**src/rtl/gpio_input_bank.sv**
```systemverilog
// Purpose : bank of NB_CH input-only pads, each with a synchroniser, a debounce
//           filter, edge detection and sticky edge flags feeding one interrupt.
// Latency : pad->o_raw SYNC_STAGES cycles; o_raw->o_todesign/o_edge i_deb_len+1
//           cycles; o_flag/o_irq in the same cycle as o_edge.
// Backpressure: none; free-running sampled inputs, every output is a flop.
//
// Ports:
//   i_clk, i_rst_n           core clock, synchronous active-low reset
//   i_io_pad[NB_CH]          pad nets, one input-only pad slice per bit
//   i_deb_len[DEB_WIDTH]     shared debounce threshold (0 = minimum filtering)
//   i_rise_en/i_fall_en      per-channel edge enables for flag setting
//   i_flag_clr               per-channel level-sensitive flag clear
//   o_raw                    synchronised, unfiltered level
//   o_todesign               debounced level
//   o_edge                   one-cycle pulse on any o_todesign change
//   o_flag                   sticky edge flags
//   o_irq                    OR of the flags

// Input-only pad slice: output driver disabled (OE_N high, OUT low), analog
// mux off, CMOS trip point, slow slew. Only the IN path is of interest to the
// core, so the slice reduces to the pad level appearing on IN.
module gpio_input_bank_pad (
  input  logic i_pad,
  output logic o_in
);
  assign o_in = i_pad;
endmodule

module gpio_input_bank #(
  parameter int   NB_CH       = 4,
  parameter int   SYNC_STAGES = 2,
  parameter int   DEB_WIDTH   = 8,
  parameter logic INIT_LEVEL  = 1'b0
) (
  input  logic                 i_clk,
  input  logic                 i_rst_n,
  input  logic [NB_CH-1:0]     i_io_pad,
  input  logic [DEB_WIDTH-1:0] i_deb_len,
  input  logic [NB_CH-1:0]     i_rise_en,
  input  logic [NB_CH-1:0]     i_fall_en,
  input  logic [NB_CH-1:0]     i_flag_clr,
  output logic [NB_CH-1:0]     o_raw,
  output logic [NB_CH-1:0]     o_todesign,
  output logic [NB_CH-1:0]     o_edge,
  output logic [NB_CH-1:0]     o_flag,
  output logic                 o_irq
);

  logic [NB_CH-1:0] pad_in;

  for (genvar g = 0; g < NB_CH; g++) begin : g_pad
    gpio_input_bank_pad u_pad (
      .i_pad (i_io_pad[g]),
      .o_in  (pad_in[g])
    );
  end

  // Stage 0 captures the pad; stage SYNC_STAGES-1 is the usable level.
  logic [SYNC_STAGES-1:0][NB_CH-1:0] sync_q, sync_d;
  logic [NB_CH-1:0]                  level_q, level_d;
  logic [NB_CH-1:0][DEB_WIDTH-1:0]   cnt_q, cnt_d;
  logic [NB_CH-1:0]                  edge_q, edge_d;
  logic [NB_CH-1:0]                  flag_q, flag_d;
  logic                              irq_q, irq_d;
  logic [NB_CH-1:0]                  raw;
  logic [NB_CH-1:0]                  rise, fall;

  assign raw = sync_q[SYNC_STAGES-1];

  always_comb begin
    sync_d  = {sync_q[SYNC_STAGES-2:0], pad_in};
    level_d = level_q;
    cnt_d   = cnt_q;
    for (int i = 0; i < NB_CH; i++) begin
      if (raw[i] == level_q[i]) begin
        // Any agreeing cycle restarts the count.
        cnt_d[i] = '0;
      end else if (cnt_q[i] >= i_deb_len) begin
        // >= rather than == so a threshold lowered mid-count takes effect at
        // once; it also keeps the counter from ever wrapping.
        level_d[i] = raw[i];
        cnt_d[i]   = '0;
      end else begin
        cnt_d[i] = cnt_q[i] + DEB_WIDTH'(1);
      end
    end

    // Edge is registered alongside the level, so it pulses in the very cycle
    // the new level first appears on o_todesign.
    edge_d = level_d ^ level_q;
    rise   = edge_d & level_d;
    fall   = edge_d & ~level_d;

    // Set has priority over clear.
    flag_d = (rise & i_rise_en) | (fall & i_fall_en) | (flag_q & ~i_flag_clr);
    irq_d  = |flag_d;
  end

  always_ff @(posedge i_clk) begin
    if (!i_rst_n) begin
      sync_q  <= {(SYNC_STAGES*NB_CH){INIT_LEVEL}};
      level_q <= {NB_CH{INIT_LEVEL}};
      cnt_q   <= '0;
      edge_q  <= '0;
      flag_q  <= '0;
      irq_q   <= 1'b0;
    end else begin
      sync_q  <= sync_d;
      level_q <= level_d;
      cnt_q   <= cnt_d;
      edge_q  <= edge_d;
      flag_q  <= flag_d;
      irq_q   <= irq_d;
    end
  end

  assign o_raw      = raw;
  assign o_todesign = level_q;
  assign o_edge     = edge_q;
  assign o_flag     = flag_q;
  assign o_irq      = irq_q;

endmodule

```
**config.mk**
```make
export PLATFORM = sky130hd
export DESIGN_NAME = gpio_input_bank
export DESIGN_NICKNAME = d
export VERILOG_FILES = /design/src/rtl/gpio_input_bank.sv
export SDC_FILE = /design/constraint.sdc
export NUM_CORES = 1
export LEC_CHECK = 0
export BUFFER_PORTS_ARGS = -buffer_cell sky130_fd_sc_hd__buf_2
export CAP_MARGIN = 25
export CORE_MARGIN = 3
export CORE_UTILIZATION = 43
export CTS_BUF_LIST = sky130_fd_sc_hd__clkbuf_16
export DETAILED_ROUTE_END_ITERATION = 10
export SETUP_SLACK_MARGIN = 0.1
export SKIP_LAST_GASP = 1
export SLEW_MARGIN = 20
export SYNTH_ARGS = -nofsm -noshare
export SYNTH_HDL_FRONTEND = slang
export SYNTH_SLANG_ARGS = --single-unit
```
**constraint.sdc**
```tcl
create_clock -name i_clk -period 3.1 [get_ports i_clk]
set_input_delay 0 -clock i_clk [delete_from_list [all_inputs] [get_ports i_clk]]
set_output_delay 0 -clock i_clk [all_outputs]
set_load 0.1 [all_outputs]
```
### Yosys cells after proc, flatten, opt, wreduce, memory -nomap -nowiden

Cells that the tools add are included.

| operators by class | value |
|---|---|
| $mul | 0 |
| order comparisons | 4 |
| reduce and logical (&&, ||, !) cells | 5 |
| bitwise gates (word level) | 11 |
| add/subtract/negate cells | 4 |
| shift-type cells | 0 |
| equal/unequal tests | 4 |
| divide/modulo/power cells | 0 |
| mux-type cells | 8 |

Operators by type and width:

| operator | count |
|---|---|
| $add A8 B1 Y8 const B | 4 |
| $ge A8 B8 Y1 | 4 |
| $and A4 B4 Y4 | 5 |
| $reduce_or A3 Y1 | 4 |
| $mux W1 | 8 |
| $not A4 Y4 | 2 |
| $or A4 B4 Y4 | 2 |
| $eq A1 B1 Y1 | 4 |
| $reduce_or A4 Y1 | 1 |
| $xor A4 B4 Y4 | 1 |
| $not A1 Y1 | 1 |

| word-level totals | value |
|---|---|
| memories kept | 0 |
| logic and storage cells | 46 |
| register bits after elaboration | 53 |
| bits in latches | 0 |
| bits in writable memories | 0 |
| output and inout bits | 17 |
| bits of input ports | 26 |
| bits in read-only memories | 0 |

### Longest topological paths before layout

| depth | value |
|---|---|
| depth after elaboration | 9 |
| depth in mapped cells | 12 |
| depth with buffers taken out | 12 |

### Cells and area by module

From an unflattened synthesis, not the netlist that was laid out.

| second synthesis, totals | value |
|---|---|
| cells, all modules | 292 |
| area, all modules | 2775.2 sq um |

Modules (own cells, without submodules):

| module | cells an instance | sequential area each (sq um) | area an instance (sq um) | instances |
|---|---|---|---|---|
| gpio_input_bank | 288 | 1061.0 | 2745.1 | 1 |
| gpio_input_bank_pad | 1 | 0.0 | 7.5 | 4 |

### Worst setup path before layout

Ideal clock, no wire load.

| path | value |
|---|---|
| path type | reg2reg |
| start | reg cnt_q[24] (netlist name) |
| end | reg irq_q (netlist: o_irq) |
| library setup time | 0.137 ns |
| period minus slack after synthesis | 2.230 ns |
| data arrival time | 2.093 ns |
| path buffers | 0 |
| setup slack | 0.870 ns |
| stages on the path, launching flop included | 13 |
| required time | 2.963 ns |
| cell sequence | dfxtp_1 -> inv_1 -> ha_1 -> nand2b_4 -> a2111oi_4 -> o221ai_1 -> nand3_1 -> nand2_1 -> ha_1 -> nand2_1 -> o21ai_0 -> a31oi_2 -> a41oi_1 |

| between the ends | value |
|---|---|
| cells in the longest elaborated chain, start to end | 9 |
| elaborated cells between the ends (all ways) | 12 |
| classes of those cells | 1 x order compare; 2 x mux; 8 x bitwise; 1 x reduce/logical |

RTL lines:

| element | RTL line | RTL |
|---|---|---|
| from (decl) | 61 | `logic [NB_CH-1:0][DEB_WIDTH-1:0] cnt_q, cnt_d;` |
| from (signal assigned) | 110 | `cnt_q <= cnt_d;` |
| $ge A8 B8 Y1 * | 78 | `end else if (cnt_q[i] >= i_deb_len) begin` |
| $mux W1 * | 78 |  |
| $mux W1 * | 75 | `if (raw[i] == level_q[i]) begin` |
| $xor A4 B4 Y4 / $not A4 Y4 (equally long branches) | 90, 92 |  |
| $and A4 B4 Y4, on equally long branches | 91, 92 |  |
| $and A4 B4 Y4 | 95 | `flag_d = (rise & i_rise_en) \| (fall & i_fall_en) \| (flag_q & ~i_flag_clr);` |
| $or A4 B4 Y4 * (2 in series) | 95 |  |
| $reduce_or A4 Y1 * | 96 | `irq_d = \|flag_d;` |
| to (signal assigned) | 113 | `irq_q <= irq_d;` |
| to (decl) | 64 | `logic irq_q, irq_d;` |

Mark *: on every way between the ends. The rest lies on a longest branch, timed or not.
A chain may end at the register's enable or synchronous reset.

### Worst setup path after layout

| path | value |
|---|---|
| start | reg cnt_q[0] (netlist name) |
| end | reg irq_q (netlist: o_irq) |

Same word-level chain as after synthesis.

==> results by stage <==
Routing:
- The final wirelength is 6284 µm.
- After detailed routing, the met3 layer carries 262 µm of wire.
- The detail route stage leaves a number of antenna-violating nets equal to 0.
- The first routing iteration left 75 violations.
- The average detailed-routed wire length per instance is 14.15 µm.
- The number of remaining DRC errors is 0.
- The final route contains 2254 vias.
- The first detailed-routing pass took 4 iterations.
- The detailed route wirelength on metal2 is 2752 µm.
- The via density per instance is 5.077.
- The highest layer touched by signal routing is met4.
- After detailed routing, the wire length on met1 is 3152 µm.

Worst setup path:
- The termination of the worst setup path is o_irq.
- On the critical path, the stage with the largest delay is an instance of dfxtp_1.
- The maximum net fanout on the critical path is 6.
- The largest single stage delay on the critical path is 0.43 ns.
- The cell class contributing the biggest share of worst-path delay is compound AO/OA/AOI/OAI gates.
- The critical path starts at cnt_q[0].
- The critical path is of the flip-flop to flip-flop type.
- The startpoint identified for the worst register-to-register timing path is cnt_q[0].
- The buffers plus inverters on the worst setup path is 1.
- Setup slack on the worst reg-to-reg path comes out at 0.60 ns.
- The depth of the critical timing path with buffers and inverters included is 12.
- Measured in cells, the most critical reg-to-reg path has a length of 12.
- In this run the critical register-to-register path is captured at o_irq.
- The worst setup path is launched from a flip-flop.
- Traced cell by cell, the critical path runs through inv_1 > ha_1 > nand2b_4 > a2111oi_4 > o221ai_1 > nand3_1 > nand2_1 > ha_1 > nand2_1 > o21ai_0 > a31oi_1 > a41oi_1.
- Data on the critical path is required at its endpoint by 3.26 ns.
- The type of element capturing the critical path is a flip-flop.
- The signal arrival time at the worst endpoint is 2.66 ns.

Clock network:
- At the later pin of the worst-skew pair, clock insertion delay measures 0.29 ns.
- The clock tree synthesis step divided the H-tree into 2 levels.
- The library cell used as clock root buffer is clkbuf_16.
- Once the clock tree was built, the setup fixing pass inserted 0 buffers.
- The clock input transition at the sequential cells of the worst setup and hold paths is 0.07 ns.
- In this run, CTS created clock tree buffers numbering 5.
- Counting along the longest clock path gives a buffer depth of 2.
- The tree built by TritonCTS fans out to 53 sinks.
- TritonCTS built the clock tree.

Die:
- The area of the core is 6422 µm².
- The initial utilization of the core area, before any placement, comes to 45.10%.
- During I/O placement, the number of pins put on the boundary was 43.
- The number of cell rows is 29.
- The die height is 88.08 µm.
- The chip width is 88.08 µm.
- The floorplan die area is 7757 µm².

Yosys:
- The commonest cells after synthesis are dfxtp_1 (53), nor2_1 (48), ha_1 (40).
- In this run, synthesis inferred 0 flip-flops with an integrated enable.
- Counting every instance in the synthesized netlist gives 315.
- The netlist area before placement is 2897 µm².
- The area share of the leading cell type in the synthesized netlist is 36.63%.
- The number of distinct library cells after synthesis is 31.
- Counting flops with an async set or reset pin after synthesis yields a share of 0%.
- The average instance in the mapped netlist occupies 9.195 µm².
- The number of nets in the synthesized netlist is 381.
- The total of warnings raised by yosys is 0.
- The most common cell in the synthesized netlist is dfxtp_1.
- Sorting the synthesized cells by area gives the leading types as dfxtp_1 (37%), ha_1 (17%), xor2_1 (7.0%).
- The dominant register cell in the synthesized netlist is dfxtp_1.
- Of the synthesized area, sequential elements account for 36.63%.
- Summed over all instances, the cell type with the most area after synthesis is dfxtp_1.
- The synthesized design contains 53 register bits.

Power:
- The internal power of the cells totals 1.115 mW.
- For this design the total switching power over the nets is 333.5 µW.
- Sequential cells account for 47.8% of the total power.
- The share of power burned in combinational logic is 8.5%.
- Of the total power, the clock network draws 43.7%.
- The analysis attributes to cell leakage a power of 1.583 nW.
- Across the VDD grid, the largest voltage drop is 0.0002100 V.
- Power spread over the standard cell area amounts to 425.8 nW/µm².
- The final total power is 1.449 mW.
- In this run switching power makes up 23.02% of total power.

STA:
- The highest clock frequency the design can meet is 400.2 MHz.
- The smallest clock period supported by the final layout is computed as 2.499 ns.
- The final sum of negative setup slack is 0 ns.
- Clock skew on the completed layout was measured at 0.005986 ns.
- The hold violation total from the final report is 0.
- The period utilization is 80.60%.
- Measured against its own limit, the worst slew margin works out to 66.69%.
- Setup repair after global routing left no endpoint under its margin.
- The final number of setup-violating endpoints is 0.
- The number of max-slew violations in the final report is 0.
- For the pin with the worst max-slew slack, the measured transition is 0.5031 ns.

Place:
- The final weighted congestion in routability-driven placement is 0.7850.
- After detailed placement, the design holds a cell count of 432.
- Detailed placement finished with a half-perimeter wire length of 4671 µm.
- The placed cell area is 3196 µm².
- The quantity of I/O buffers inserted on ports is 42.

Run status:
- The run finished with clean final reports.

Finish:
- After routing the design area is 3402 µm².
- The layout cell share with drive strength beyond 1 is 16.89%.
- The number of antenna repair diodes is 0.
- From synthesis to final layout, the design area changed by 17.45%.
- The number of cells in the finished layout apart from fillers is 444.
- The layout has 583 filler cells.
- The final net count is 432.
- At the end of the flow the core is filled with cells to 52.97%.

Global route:
- The initial antenna violation count is 0.
- The via count of the first global-routing pass is 2145.
- Entering global routing, the biggest net connects 17 pins.
- The total grt overflow is 0.
- The first global-routing pass estimated 10370 µm of wire.
- For this run, the total global-route usage over all layers was measured as 17.52%.

Job:
- The tool flagged a number of max-cap violations equal to 0.

Worst hold path:
- The type of the worst min-delay path is input pin to flip-flop.
[cells in the final DEF, fill, tap and decap left out, types with 2 or more instances in the layout]
| master | synthesis | final |
|---|---|---|
| dfxtp_1 | 53 | 53 |
| xor2_1 | 23 | 23 |
| nand2_1 | 16 | 16 |
| o211ai_4 | 2 | 2 |
| inv_1 | 28 | 28 |
| nor2_1 | 48 | 48 |
| a21oi_1 | 12 | 12 |
| o21a_1 | 7 | 7 |
| o21ai_0 | 10 | 10 |
| ha_1 | 40 | 40 |
| xnor2_1 | 5 | 5 |
| o221a_2 | 2 | 2 |
| a2111oi_4 | 3 | 3 |
| nand2b_4 | 3 | 3 |
| o21ai_1 | 6 | 6 |
| a31oi_1 | 3 | 3 |
| clkbuf_16 | 0 | 5 |
| buf_2 | 0 | 42 |
| o221ai_1 | 2 | 2 |
| dlygate4sd3_1 | 0 | 4 |
| and2_1 | 8 | 8 |
| and3_1 | 8 | 8 |
| nand3_1 | 22 | 22 |
| o211ai_2 | 2 | 2 |
| a211oi_1 | 2 | 2 |
[power groups by stage]
| stage | Clock [mW] | Sequential (mW) | Combinational (mW) |
|---|---|---|---|
| CTS | 0.651 | 0.692 | 0.124 |
| detailed placement | 0 | 0.708 | 0.119 |
| global route | 0.678 | 0.693 | 0.135 |
| finish | 0.634 | 0.692 | 0.123 |
| floorplan | 0 | 0.723 | 0.0654 |
| global placement | 0 | 0.708 | 0.117 |
[worst min-delay path, delay by kind of cell]
family,cells,cell delay (ns)
buf+inv,1,0.08
simple gates,2,0.13
compound gates,2,0.12
[per-layer routing]
| layer | global-route usage, % | vias to the layer above |
|---|---|---|
| li1 | - | 1180 |
| met3 | 3.104 | 12 |
| met1 | 24.60 | 1017 |
| met5 | 0 | - |
| met4 | 6.181 | 0 |
| met2 | 26.99 | 45 |
[kinds of logic after synthesis]
logic type | Yosys count | share of synthesized area (%)
xor+xnor | 28 | 8.466
simple gates | 107 | 17.45
compound gates | 57 | 16.29
fa+ha+maj | 40 | 17.28
flops | 53 | 36.63
buf+inv | 30 | 3.888
[cell type report]
class / count / area, µm² / share of cell area [%]
flip-flops and latches: 53 / 1061 / 31.19
well taps: 77 / 96.34 / 2.832
clock buffers: 5 / 125.1 / 3.678
inverters: 28 / 105.1 / 3.089
repair buffers: 46 / 250.2 / 7.356
multi-input cells: 232 / 1723 / 50.64
clock inverters: 3 / 41.29 / 1.214
[registers in the layout, summed over array words and instances, names as in the netlist]
signal	flops
o_edge	4
sync_d	4
o_flag	4
o_irq	1
cnt_q	32
o_todesign	4
o_raw	4
[through the flow]
step                hold slack [ns]  setup WS, ns
finish                      0.06906        0.6015
global route                0.09209        0.2884
floorplan                    0.1273        0.8698
global placement             0.2053        0.6531
CTS                         0.07044        0.5710
detailed placement           0.2094        0.5821
[worst min-delay path by stage]
| stage | start | to | slack (ns) | cells past startpoint |
|---|---|---|---|---|
| 2_1_floorplan | i_io_pad[0] | sync_d[4] | 0.13 | 1 |
| 3_3_place_gp | i_io_pad[2] | sync_d[6] | 0.21 | 2 |
| 3_5_place_dp | i_io_pad[1] | sync_d[5] | 0.21 | 2 |
| 4_1_cts | i_rise_en[1] | o_flag[1] | 0.07 | 5 |
| 5_1_grt | i_rise_en[1] | o_flag[1] | 0.09 | 5 |
| 6_report | i_rise_en[1] | o_flag[1] | 0.07 | 5 |
[what timing repair did]
| item | 4_1_cts | 5_1_grt |
|---|---|---|
| hold buffers | 4 | 0 |
| endpoints found under the hold margin | 4 | 0 |
| gates resized for setup | 0 | 0 |
Power figures use the tool's default switching activity.
